$ cat src/rtl/frame_capture_sequencer_pkg.sv
// Shared constants for the frame capture sequencer: FSM state encoding,
// error codes and the default sync byte pair.
package frame_capture_sequencer_pkg;

  localparam logic [2:0] ST_HUNT    = 3'd0;
  localparam logic [2:0] ST_SYNC    = 3'd1;
  localparam logic [2:0] ST_LEN     = 3'd2;
  localparam logic [2:0] ST_PAYLOAD = 3'd3;
  localparam logic [2:0] ST_CHECK   = 3'd4;
  localparam logic [2:0] ST_HOLD    = 3'd5;

  localparam logic [1:0] ERR_NONE    = 2'b00;
  localparam logic [1:0] ERR_TIMEOUT = 2'b01;
  localparam logic [1:0] ERR_BADLEN  = 2'b10;
  localparam logic [1:0] ERR_BADSUM  = 2'b11;

  localparam logic [7:0] SYNC1_DEFAULT = 8'hAA;
  localparam logic [7:0] SYNC2_DEFAULT = 8'h55;

  // States in which a stalled sender can leave a frame half-received.
  function automatic logic in_frame(input logic [2:0] st);
    return (st == ST_SYNC) || (st == ST_LEN) || (st == ST_PAYLOAD) || (st == ST_CHECK);
  endfunction

endpackage

$ cat src/rtl/frame_capture_sequencer_idle.sv
// Idle cycle counter: expired is raised combinationally during the
// TIMEOUT-th consecutive enabled cycle so the caller can act on that edge.
module idle_timeout_counter #(
  parameter int TIMEOUT = 16
) (
  input  logic CLK,
  input  logic RST_N,
  input  logic clear,
  input  logic enable,
  output logic expired
);

  localparam int CW = $clog2(TIMEOUT + 1);
  localparam logic [CW-1:0] LAST = CW'(TIMEOUT - 1);
  localparam logic [CW-1:0] ONE  = CW'(1);

  logic [CW-1:0] count;

  assign expired = enable && (count == LAST);

  always_ff @(posedge CLK) begin
    if (!RST_N || clear || expired) begin
      count <= '0;
    end else if (enable) begin
      count <= count + ONE;
    end
  end

endmodule

$ cat src/rtl/frame_capture_sequencer.sv
// Hunts for a sync pair on the byte bus, captures the length-prefixed payload
// into the buffer RAM, verifies the checksum and holds the frame until acked.
module frame_capture_sequencer
  import frame_capture_sequencer_pkg::*;
#(
  parameter logic [7:0] SYNC1   = SYNC1_DEFAULT,
  parameter logic [7:0] SYNC2   = SYNC2_DEFAULT,
  parameter int         AW      = 4,
  parameter int         MAXLEN  = 16,
  parameter int         TIMEOUT = 16
) (
  input  logic          CLK,
  input  logic          RST_N,
  input  logic [7:0]    DBUS,
  input  logic          DVALID,
  output logic          WREN,
  output logic [AW-1:0] WADDR,
  output logic [7:0]    WDATA,
  output logic          FRAME_RDY,
  output logic [AW:0]   FRAME_LEN,
  input  logic          FRAME_ACK,
  output logic          ERR,
  output logic [1:0]    ERR_CODE
);

  localparam logic [7:0] MAXLEN_B = 8'(MAXLEN);
  localparam logic [AW:0] CNT_ONE = (AW+1)'(1);

  logic [2:0]  state;
  logic [AW:0] cnt;
  logic [AW:0] len;
  logic [7:0]  sum;
  logic        idle_clear;
  logic        idle_enable;
  logic        timeout;

  assign idle_enable = in_frame(state) && !DVALID;
  assign idle_clear  = DVALID || !in_frame(state);

  idle_timeout_counter #(
    .TIMEOUT(TIMEOUT)
  ) u_idle (
    .CLK    (CLK),
    .RST_N  (RST_N),
    .clear  (idle_clear),
    .enable (idle_enable),
    .expired(timeout)
  );

  always_ff @(posedge CLK) begin
    if (!RST_N) begin
      state     <= ST_HUNT;
      WREN      <= 1'b0;
      WADDR     <= '0;
      WDATA     <= '0;
      FRAME_RDY <= 1'b0;
      FRAME_LEN <= '0;
      ERR       <= 1'b0;
      ERR_CODE  <= ERR_NONE;
      cnt       <= '0;
      len       <= '0;
      sum       <= '0;
    end else begin
      WREN <= 1'b0;
      ERR  <= 1'b0;
      if (timeout) begin
        state    <= ST_HUNT;
        ERR      <= 1'b1;
        ERR_CODE <= ERR_TIMEOUT;
      end else begin
        case (state)
          ST_HUNT: begin
            if (DVALID && DBUS == SYNC1) state <= ST_SYNC;
          end
          // A repeated SYNC1 keeps us aligned on the most recent candidate.
          ST_SYNC: begin
            if (DVALID) begin
              if (DBUS == SYNC2)      state <= ST_LEN;
              else if (DBUS != SYNC1) state <= ST_HUNT;
            end
          end
          ST_LEN: begin
            if (DVALID) begin
              if (DBUS == 8'h00 || DBUS > MAXLEN_B) begin
                state    <= ST_HUNT;
                ERR      <= 1'b1;
                ERR_CODE <= ERR_BADLEN;
              end else begin
                len   <= DBUS[AW:0];
                cnt   <= '0;
                sum   <= 8'h00;
                state <= ST_PAYLOAD;
              end
            end
          end
          ST_PAYLOAD: begin
            if (DVALID) begin
              WREN  <= 1'b1;
              WADDR <= cnt[AW-1:0];
              WDATA <= DBUS;
              sum   <= sum + DBUS;
              cnt   <= cnt + CNT_ONE;
              if (cnt + CNT_ONE == len) state <= ST_CHECK;
            end
          end
          ST_CHECK: begin
            if (DVALID) begin
              if (DBUS == sum) begin
                state     <= ST_HOLD;
                FRAME_RDY <= 1'b1;
                FRAME_LEN <= len;
              end else begin
                state    <= ST_HUNT;
                ERR      <= 1'b1;
                ERR_CODE <= ERR_BADSUM;
              end
            end
          end
          ST_HOLD: begin
            if (FRAME_ACK) begin
              state     <= ST_HUNT;
              FRAME_RDY <= 1'b0;
            end
          end
          default: state <= ST_HUNT;
        endcase
      end
    end
  end

endmodule

$ cat config.mk
export PLATFORM = sky130hd
export DESIGN_NAME = frame_capture_sequencer
export DESIGN_NICKNAME = d
export VERILOG_FILES = /design/src/rtl/frame_capture_sequencer_pkg.sv /design/src/rtl/frame_capture_sequencer_idle.sv /design/src/rtl/frame_capture_sequencer.sv
export SDC_FILE = /design/constraint.sdc
export NUM_CORES = 1
export LEC_CHECK = 0
export CAP_MARGIN = 20
export CORE_ASPECT_RATIO = 1.1
export CORE_MARGIN = 3
export CORE_UTILIZATION = 50
export CTS_BUF_LIST = sky130_fd_sc_hd__clkbuf_8
export CTS_CLUSTER_DIAMETER = 40
export DETAILED_ROUTE_END_ITERATION = 16
export PLACE_DENSITY = 0.76
export SYNTH_ARGS = -nofsm -noshare
export SYNTH_HDL_FRONTEND = slang
export SYNTH_SLANG_ARGS = --single-unit
export TNS_END_PERCENT = 1
$ cat constraint.sdc
create_clock -name CLK -period 4.8 [get_ports CLK]
set_input_delay 0.96 -clock CLK [delete_from_list [all_inputs] [get_ports CLK]]
set_output_delay 0.96 -clock CLK [all_outputs]
set_load 0.01 [all_outputs]
Word level (Yosys, flattened, before mapping)

Cells that the tools add are included.

Equal/unequal tests: 27
Order comparisons: 1
Bitwise logic cells: 4
Multiplexer cells: 37
Reductions and logical operators: 29
Add/subtract/negate cells: 3

Operator list:

| operator                                             | count |
|---|---|
| 2-to-1 mux 3 bit                                     | 10 |
| 2-to-1 mux 8 bit                                     | 3 |
| AND reduction 5 bit                                  | 4 |
| case mux 3 bit (6 select lines)                      | 1 |
| != test 2 bit (second input constant)                | 8 |
| case mux 8 bit (2 select lines)                      | 1 |
| 2-to-1 mux 5 bit                                     | 3 |
| adder 5 x 1 -> 5 bit (second input constant)         | 2 |
| 2-to-1 mux 1 bit                                     | 10 |
| 2-to-1 mux 2 bit                                     | 5 |
| case mux 5 bit (2 select lines)                      | 1 |
| != test 3 x 2 -> 1 bit (second input constant)       | 3 |
| adder 8 bit                                          | 1 |
| equality test 8 x 7 -> 1 bit (second input constant) | 1 |
| equality test 8 bit                                  | 1 |
| equality test 8 bit (second input constant)          | 1 |
| > comparator 8 x 5 -> 1 bit (second input constant)  | 1 |
| logical NOT 8 bit                                    | 1 |
| != test 8 bit (second input constant)                | 1 |
| AND reduction 4 bit                                  | 2 |
| AND reduction 8 bit                                  | 1 |
| logical OR 1 bit                                     | 7 |
| equality test 3 x 2 -> 1 bit (second input constant) | 2 |
| equality test 3 bit (second input constant)          | 2 |
| 16 further kinds                                     | 29 |

Output and inout bits: 22
Logic and storage cells: 114
Register bits after elaboration: 48

Longest topological paths before layout

Word-level depth: 8
Mapped depth: 9
Gate-level depth less buffers: 8

Hierarchy

Synthesis repeated with hierarchy kept, for this count alone.

Cell total of the unflattened synthesis: 282
Area total of the unflattened synthesis: 2,518.7 µm²

By module, submodules not included:

| module                  | cells an instance | area an instance (µm²) | instances | seq. area each (µm²) |
|---|---|---|---|---|
| frame_capture_sequencer | 258               | 2,274.7                | 1         | 860.8 |
| idle_timeout_counter    | 24                | 244.0                  | 1         | 100.1 |

Worst setup path after synthesis

OpenSTA, ideal clock, no wires.

Path kind: input -> register
Start point: input DBUS[3]
End point: register ERR_CODE[0]
Setup time: 128 ps
Data arrival time: 2,666 ps
Setup slack: 2,007 ps
Stages on the path: 6
Cells stage by stage: ha_1 > or4_4 > nor4_4 > nand2_4 > a221oi_2 > nor2_1

Word-level cells in the longest chain between the ends: 4
Elaborated cells between the ends (all ways): 7
Those cells by class: 1 x order compare; 3 x eq/ne; 3 x reduce/logical

Ends and longest elaborated chain:

| element                                                                 | RTL line                       | source |
|---|---|---|
| from (decl)                                                             | frame_capture_sequencer.sv:14  | `input logic [7:0] DBUS,` |
| > comparator 8 x 5 -> 1 bit / logical NOT 8 bit (equally long branches) | frame_capture_sequencer.sv:84  | `if (DBUS == 8'h00 \|\| DBUS > MAXLEN_B) begin` |
| logical OR 1 bit                                                        | frame_capture_sequencer.sv:84  |  |
| != test 3 x 1 -> 1 bit (no line)                                        | -                              |  |
| AND reduction 5 bit (no line) *                                         | -                              |  |
| to (signal assigned)                                                    | frame_capture_sequencer.sv:69  | `ERR_CODE <= ERR_TIMEOUT;` |
| to (signal assigned)                                                    | frame_capture_sequencer.sv:87  | `ERR_CODE <= ERR_BADLEN;` |
| to (signal assigned)                                                    | frame_capture_sequencer.sv:115 | `ERR_CODE <= ERR_BADSUM;` |
| to (decl)                                                               | frame_capture_sequencer.sv:23  | `output logic [1:0] ERR_CODE` |

Every way passes the cells marked *; elsewhere a longest branch is shown, timed or not.
A chain may end at the register's enable or synchronous reset.

Final worst setup path

Same ends and word-level chain as after synthesis.

==> results.cfg <==
[setup_path]
path_delay_family = simple AND/OR/NAND/NOR gates
worstPathMaxFanout = 6
cp_slowest_cell = or4_4
r2r_start = state[1]
r2r-end = cnt[2]
critPathArrivalTime_ns = 3.38
reg2reg_depth = 7
critical_path_class = input port to flop
critPathLaunchType = input port
cp_num_buf_inv = 1
worstPathRequired_ns = 4.98
rrSetupSlack_ns = 2.49
slowest_delay_ns = 0.57
crit_path_end_kind = flop
path_cells = clkdlybuf4s50_1, ha_1, or4_4, nor4_4, nand2_4, a221oi_2, nor2_1

[placement]
globalplace.congestion = 0.8872
io_buffer_count = 33
placed_cell_area_sq_um = 2763
dp_hpwl_microns = 3947
post-place-ws_ns = 1.271

[route]
drtAntennaViolNets = 0
routed_wl_microns = 5539
firstDrtPassIters = 4
vias_per_cell = 5.709
drt_iter0_markers = 102
drc = 0
wire_per_inst_microns = 14.81
num_vias = 2135

[final_layout]
most-common-layout-cells = 48 x dfxtp_1, 44 x nand2_1, 33 x nor2_1, 33 x clkdlybuf4s50_1, 31 x a21oi_1
final_nets = 343
antenna_cells = 0
area_growth_pct = 20.80
drive_gt1_share_pct = 5.625
fin_area_sq_um = 2892
final_common_cell = dfxtp_1

[pwr]
ir_worst_vdd_v = 0.0001781
power_uw = 805.7
power_density_nw_per_um2 = 278.6
power.leakage_uw = 0.001065

[global_route]
grt_overflow = 0
grt_pass1_wl_microns = 9618
grt_max_degree = 37
grtUsageTotal_pct = 21.38
grt_pass1_vias = 2076
grt_antenna_before_repair = 0

[status]
outcome = finished, final reports clean

[timing]
post-route-period-util_pct = 66.57
max_slew_margin_pct = 57.83
maxSlewViolCount = 0
layout_setup_ws_ns = 1.605
fin_skew_ns = 0.004427
finalHoldViolCount = 0
rsz0062_at_grt = no
period_needed_ns = 3.195
fmax_ghz = 0.3130
setup_tns_ns = 0
setup_viol = 0
tightestPinTransition_ns = 0.6307

[worst_hold_path]
min_path_type = flop to flop
whs_path_depth = 2
holdPathEnd = FRAME_LEN[4]
min_from = FRAME_LEN[4]

[floorplanning]
boundaryPins = 34
rows = 25
start_util_pct = 53.89
die_area_sq_um = 5654
die_w_microns = 71.97
fp.coreArea_sq_um = 4442
fp.dieH_microns = 78.57

[cts]
cts_tree = done
cts-root-buf = clkbuf_8
clock_path_buffers = 2
cts_resized = 0
holdBufCountCts = 0
clock_sinks = 48
post-cts-setup-buffers = 0
clock_latency_ns = 0.30
cts_made_buffers = 5
cts.clk_slew.worst_paths_ns = 0.09
h-tree-depth = 2

[logic_synthesis]
netlist_area_sq_um = 2394
synthCells = 290
syn_nets = 313
synth_cell_types = 45
synth_edf_count = 0
synth-main-ff-cell = dfxtp_1
ys_ff_latch = 48
synth_warnings = 0
yosysSeqAreaShare_pct = 40.15
synth_area_per_cell_sq_um = 8.254
async_flop_share_pct = 0

[run]
maxCapViolations = 0
[worst max-delay path by stage]
stage / startpoint / endpoint / slack, ns / cells past startpoint
final: DBUS[3] / ERR_CODE[0] / 1.60 / 7
after global routing: DBUS[3] / ERR_CODE[0] / 1.48 / 7
after CTS: DBUS[3] / ERR_CODE[0] / 1.59 / 7
after detailed placement: DBUS[3] / ERR_CODE[0] / 1.27 / 7
after global placement: DBUS[3] / ERR_CODE[0] / 1.30 / 7
after floorplan: DBUS[3] / ERR_CODE[0] / 2.01 / 6
[kinds of logic after synthesis]
group	Yosys count	synth area share, %
AOI/OAI and AO/OA	63	16.94
xor gates and xnor gates	15	5.489
adders and majority gates	11	6.064
buffers and inverters	20	3.241
DFF	48	40.15
muxes	5	2.091
and+or+nand+nor	128	26.03
[registers in the layout, indices dropped and copies added (netlist names)]
name / count
len: 5
FRAME_RDY: 1
sum: 8
WADDR: 4
state: 3
ERR_CODE: 2
WREN: 1
ERR: 1
WDATA: 8
u_idle.count: 5
FRAME_LEN: 5
cnt: 5
[synth_stat cells, drive strengths merged, types with 6 or more instances]
master | instances | share of area, %
clkbuf | 11 | 1.7
nand3 | 18 | 3.8
o21ai | 7 | 1.5
inv | 6 | 0.94
nor2 | 33 | 5.2
xnor2 | 9 | 3.3
ha | 10 | 5.2
a21oi | 31 | 6.5
nand2 | 45 | 7.4
xor2 | 6 | 2.2
dfxtp | 48 | 40
[layout make-up]
class	count	area, sq um
repair buffers	36	352.8
clock inverters	2	60.06
flip-flops and latches	48	960.9
clock buffers	5	68.82
multi-input cells	222	1355
well taps	54	67.56
fillers	383	1550
inverters	7	26.28
[where the power goes]
part           internal, uW  leakage [uW]  total, uW  switching (uW)
Combinational          24.8      0.000614       61.6            36.8
Sequential              401      0.000387        406            5.13
Clock                   205     0.0000642        338             133
Total                   631       0.00106        806             175
[through the flow]
step                hold WS (ns)  util, %  std cells
finish                    0.4519    65.10        374
global route              0.4720    65.10        374
CTS                       0.4571    65.10        374
detailed placement        0.4461    62.20        367
global placement          0.4343    62.20        367
floorplan                 0.4179        -        290
[routing by layer]
layer	wire length, microns	track usage (%)	part of all wire (%)
met1	2551	26.88	46
met2	2632	35.02	48
met3	234	3.713	4.2
met4	121	10.34	2.2
met5	0	0	0
[tightest hold or removal path, stage by stage (launching register included)]
cell	delay (ns)
dfxtp_1	0.32
nand2_1	0.05
a21oi_1	0.05
(Power assumes the default switching activity.)
==> variant: new RTL, config.mk and constraints unchanged <==
`TIMEOUT` is set to 16 in 2 places; all go to 64.
--- a/src/rtl/frame_capture_sequencer_idle.sv
+++ b/src/rtl/frame_capture_sequencer_idle.sv
@@ -1,7 +1,7 @@
 // Idle cycle counter: expired is raised combinationally during the
 // TIMEOUT-th consecutive enabled cycle so the caller can act on that edge.
 module idle_timeout_counter #(
-  parameter int TIMEOUT = 16
+  parameter int TIMEOUT = 64
 ) (
   input  logic CLK,
   input  logic RST_N,
--- a/src/rtl/frame_capture_sequencer.sv
+++ b/src/rtl/frame_capture_sequencer.sv
@@ -7,7 +7,7 @@
   parameter logic [7:0] SYNC2   = SYNC2_DEFAULT,
   parameter int         AW      = 4,
   parameter int         MAXLEN  = 16,
-  parameter int         TIMEOUT = 16
+  parameter int         TIMEOUT = 64
 ) (
   input  logic          CLK,
   input  logic          RST_N,
Function: same outputs for any inputs over 4 cycles, from zero or initial values and one cycle with RST_N low; that may be too few to reach the edited logic, so the function may still have changed.
==> variant against the original RTL <==
Total power decreased by 8.6%. Largest power group unchanged. Combinational power is 18% lower. Routed wire length down 3.0%. Core utilization shrank 1.1 points. First-iteration DRC count increased by 26%. Critical path type unchanged. Synthesized area about the same. Clock power fell by 21%. Critical path depth rose by 1. Sequential share of layout area increased by 2.0 points. Setup slack improved by 0.085 ns. Non-clock buffer count down 1. Sequential cell count grew 2. Cell area down 1.7%. Synthesized cell count decreased by 1.0%.
==> variant: results (changes against the original RTL) <==
* Seq_cells at 50 (+4.2%)
* DR vias/cell at 5.642 (-1.2%)
* WP data arrival at 3.32 ns (-0.06 ns)
* Share of cells above drive strength 1 at 4.717% (-0.91 points)
* #MultiIn Comb at 217 (-2.3%)
* CTS Buffer Depth at 2 (unchanged)
* Met3 wire len at 331 um (+41%)
* # clk buffers at 6 (+1)
* TritonCTS buffer count at 5 (unchanged)
* Seq group at 0.419 mW (+3%)
* Synth Area in XOR/XNOR at 6.224% (+0.74 points)
* Fillers at 392 (+2.3%)
* Least-Margin Pin Slew at 0.5976 ns (-0.03308 ns)
* Slowest cell on crit path: clkdlybuf4s50_1
* Reg clk slew, reported paths at 0.10 ns
* HPWL after DPL at 3884 um (-1.6%)
* Fin nets at 339 (-1.2%)
* Post-CTS Setup Bufs at 0 (unchanged)
* Metal2 WL at 2493 um (-5.3%)
* Buffering overhead at 12.15% (-0.055 points)
* Adder-cell share of the synthesized area at 5.544% (-0.52 points)
* Clock Latency Late Sink at 0.31 ns
* Syn_nets at 309 (-1.3%)
* GP Congestion at 0.8085 (-8.9%)
* Slowest stage delay, CP at 0.71 ns (+0.14 ns)
* Highest Signal Layer: met4
* Top Registers: WDATA: 8 flops, sum: 8 flops, u_idle.count: 7 flops
* 1st-iter DRT viols at 129 (+26%)
* First-pass GRT wire length at 9059 um (-5.8%)
* Total Routing Usage GR at 20.46% (-0.91 points)
* Vias in the first global route at 1990 (-4.1%)
* M1 WL at 2433 um (-4.6%)
* Leakage power at 1.036 nW (-2.7%)
* VDD IR max at 0.0001497 V (-16%)
* Clock root cell: clkbuf_8
* H-tree depth at 2 (unchanged)
* Register area share after synthesis at 41.84% (+1.7 points)
* IO Port Bufs at 33 (unchanged)
* FFs w/ async S/R, synth at 0% (unchanged)
* Status: finished clean
* Max Fanout on Critical Path at 7 (+1)
* Clock Skew at 0.005805 ns (+0.001378 ns)
* Multi-input combinational area share at 45.73% (-1.1 points)
* Net load switching power at 0.1802 mW (+3.0%)
* Synth Area in Compound Gates at 15.64% (-1.3 points)
* Nonclk inv count at 8 (+1)
* R2r setup slk at 2.68 ns (+0.19 ns)
* Final WL at 5372 um (-3.0%)
* Number of non-clock buffers in the layout at 35 (-2.8%)
* Final Critical Period at 3.110 ns (-0.08497 ns)
* Min-delay worst type: reg -> reg
* Post_cts resized at 0 (unchanged)
* Multiplexer share of the synthesized area at 2.563% (+0.47 points)
* Power share of the combinational group at 6.8% (-0.8 points)
* Clock buf/inv share at 3.477% (-0.98 points)
* Sequential share of cell area at 35.21% (+2.0 points)
* Largest net degree at the start of global routing at 32 (-14%)
* Largest cells by area after synthesis: dfxtp_1 (42%), nand2_1 (7.8%), a21oi_1 (6.1%)
* Synth unique cells at 44 (-2.2%)
* Top cells by count, synth: dfxtp_1 (50), nand2_1 (50), a21oi_1 (29)
==> variant: per-layer routing <==
layer | track usage (%) | up-vias
li1 | - | 1055
met1 | 25.60 | 971
met2 | 32.90 | 60
met3 | 6.018 | 13
met4 | 7.895 | 0
met5 | 0 | -
==> variant: worst paths after layout <==
kind                          end            start  depth (start not counted)
hold reg to reg   u_idle.count[6]  u_idle.count[6]                          2
setup reg to reg     FRAME_LEN[4]           sum[5]                          7
setup / recovery     FRAME_LEN[4]          DBUS[1]                          8
hold / removal    u_idle.count[6]  u_idle.count[6]                          2
==> variant: through the flow <==
stage	setup WS (ns)	area, um^2	std cells	total power, mW	hold slack (ns)
6_report	1.690	2843	372	0.7368	0.4487
5_1_grt	1.425	2843	372	0.7652	0.4780
4_1_cts	1.745	2843	372	0.7392	0.4498
3_5_place_dp	1.415	2744	364	0.4784	0.4368
3_3_place_gp	1.410	2744	364	0.4779	0.4164
2_1_floorplan	2.310	2392	287	0.4551	0.4101
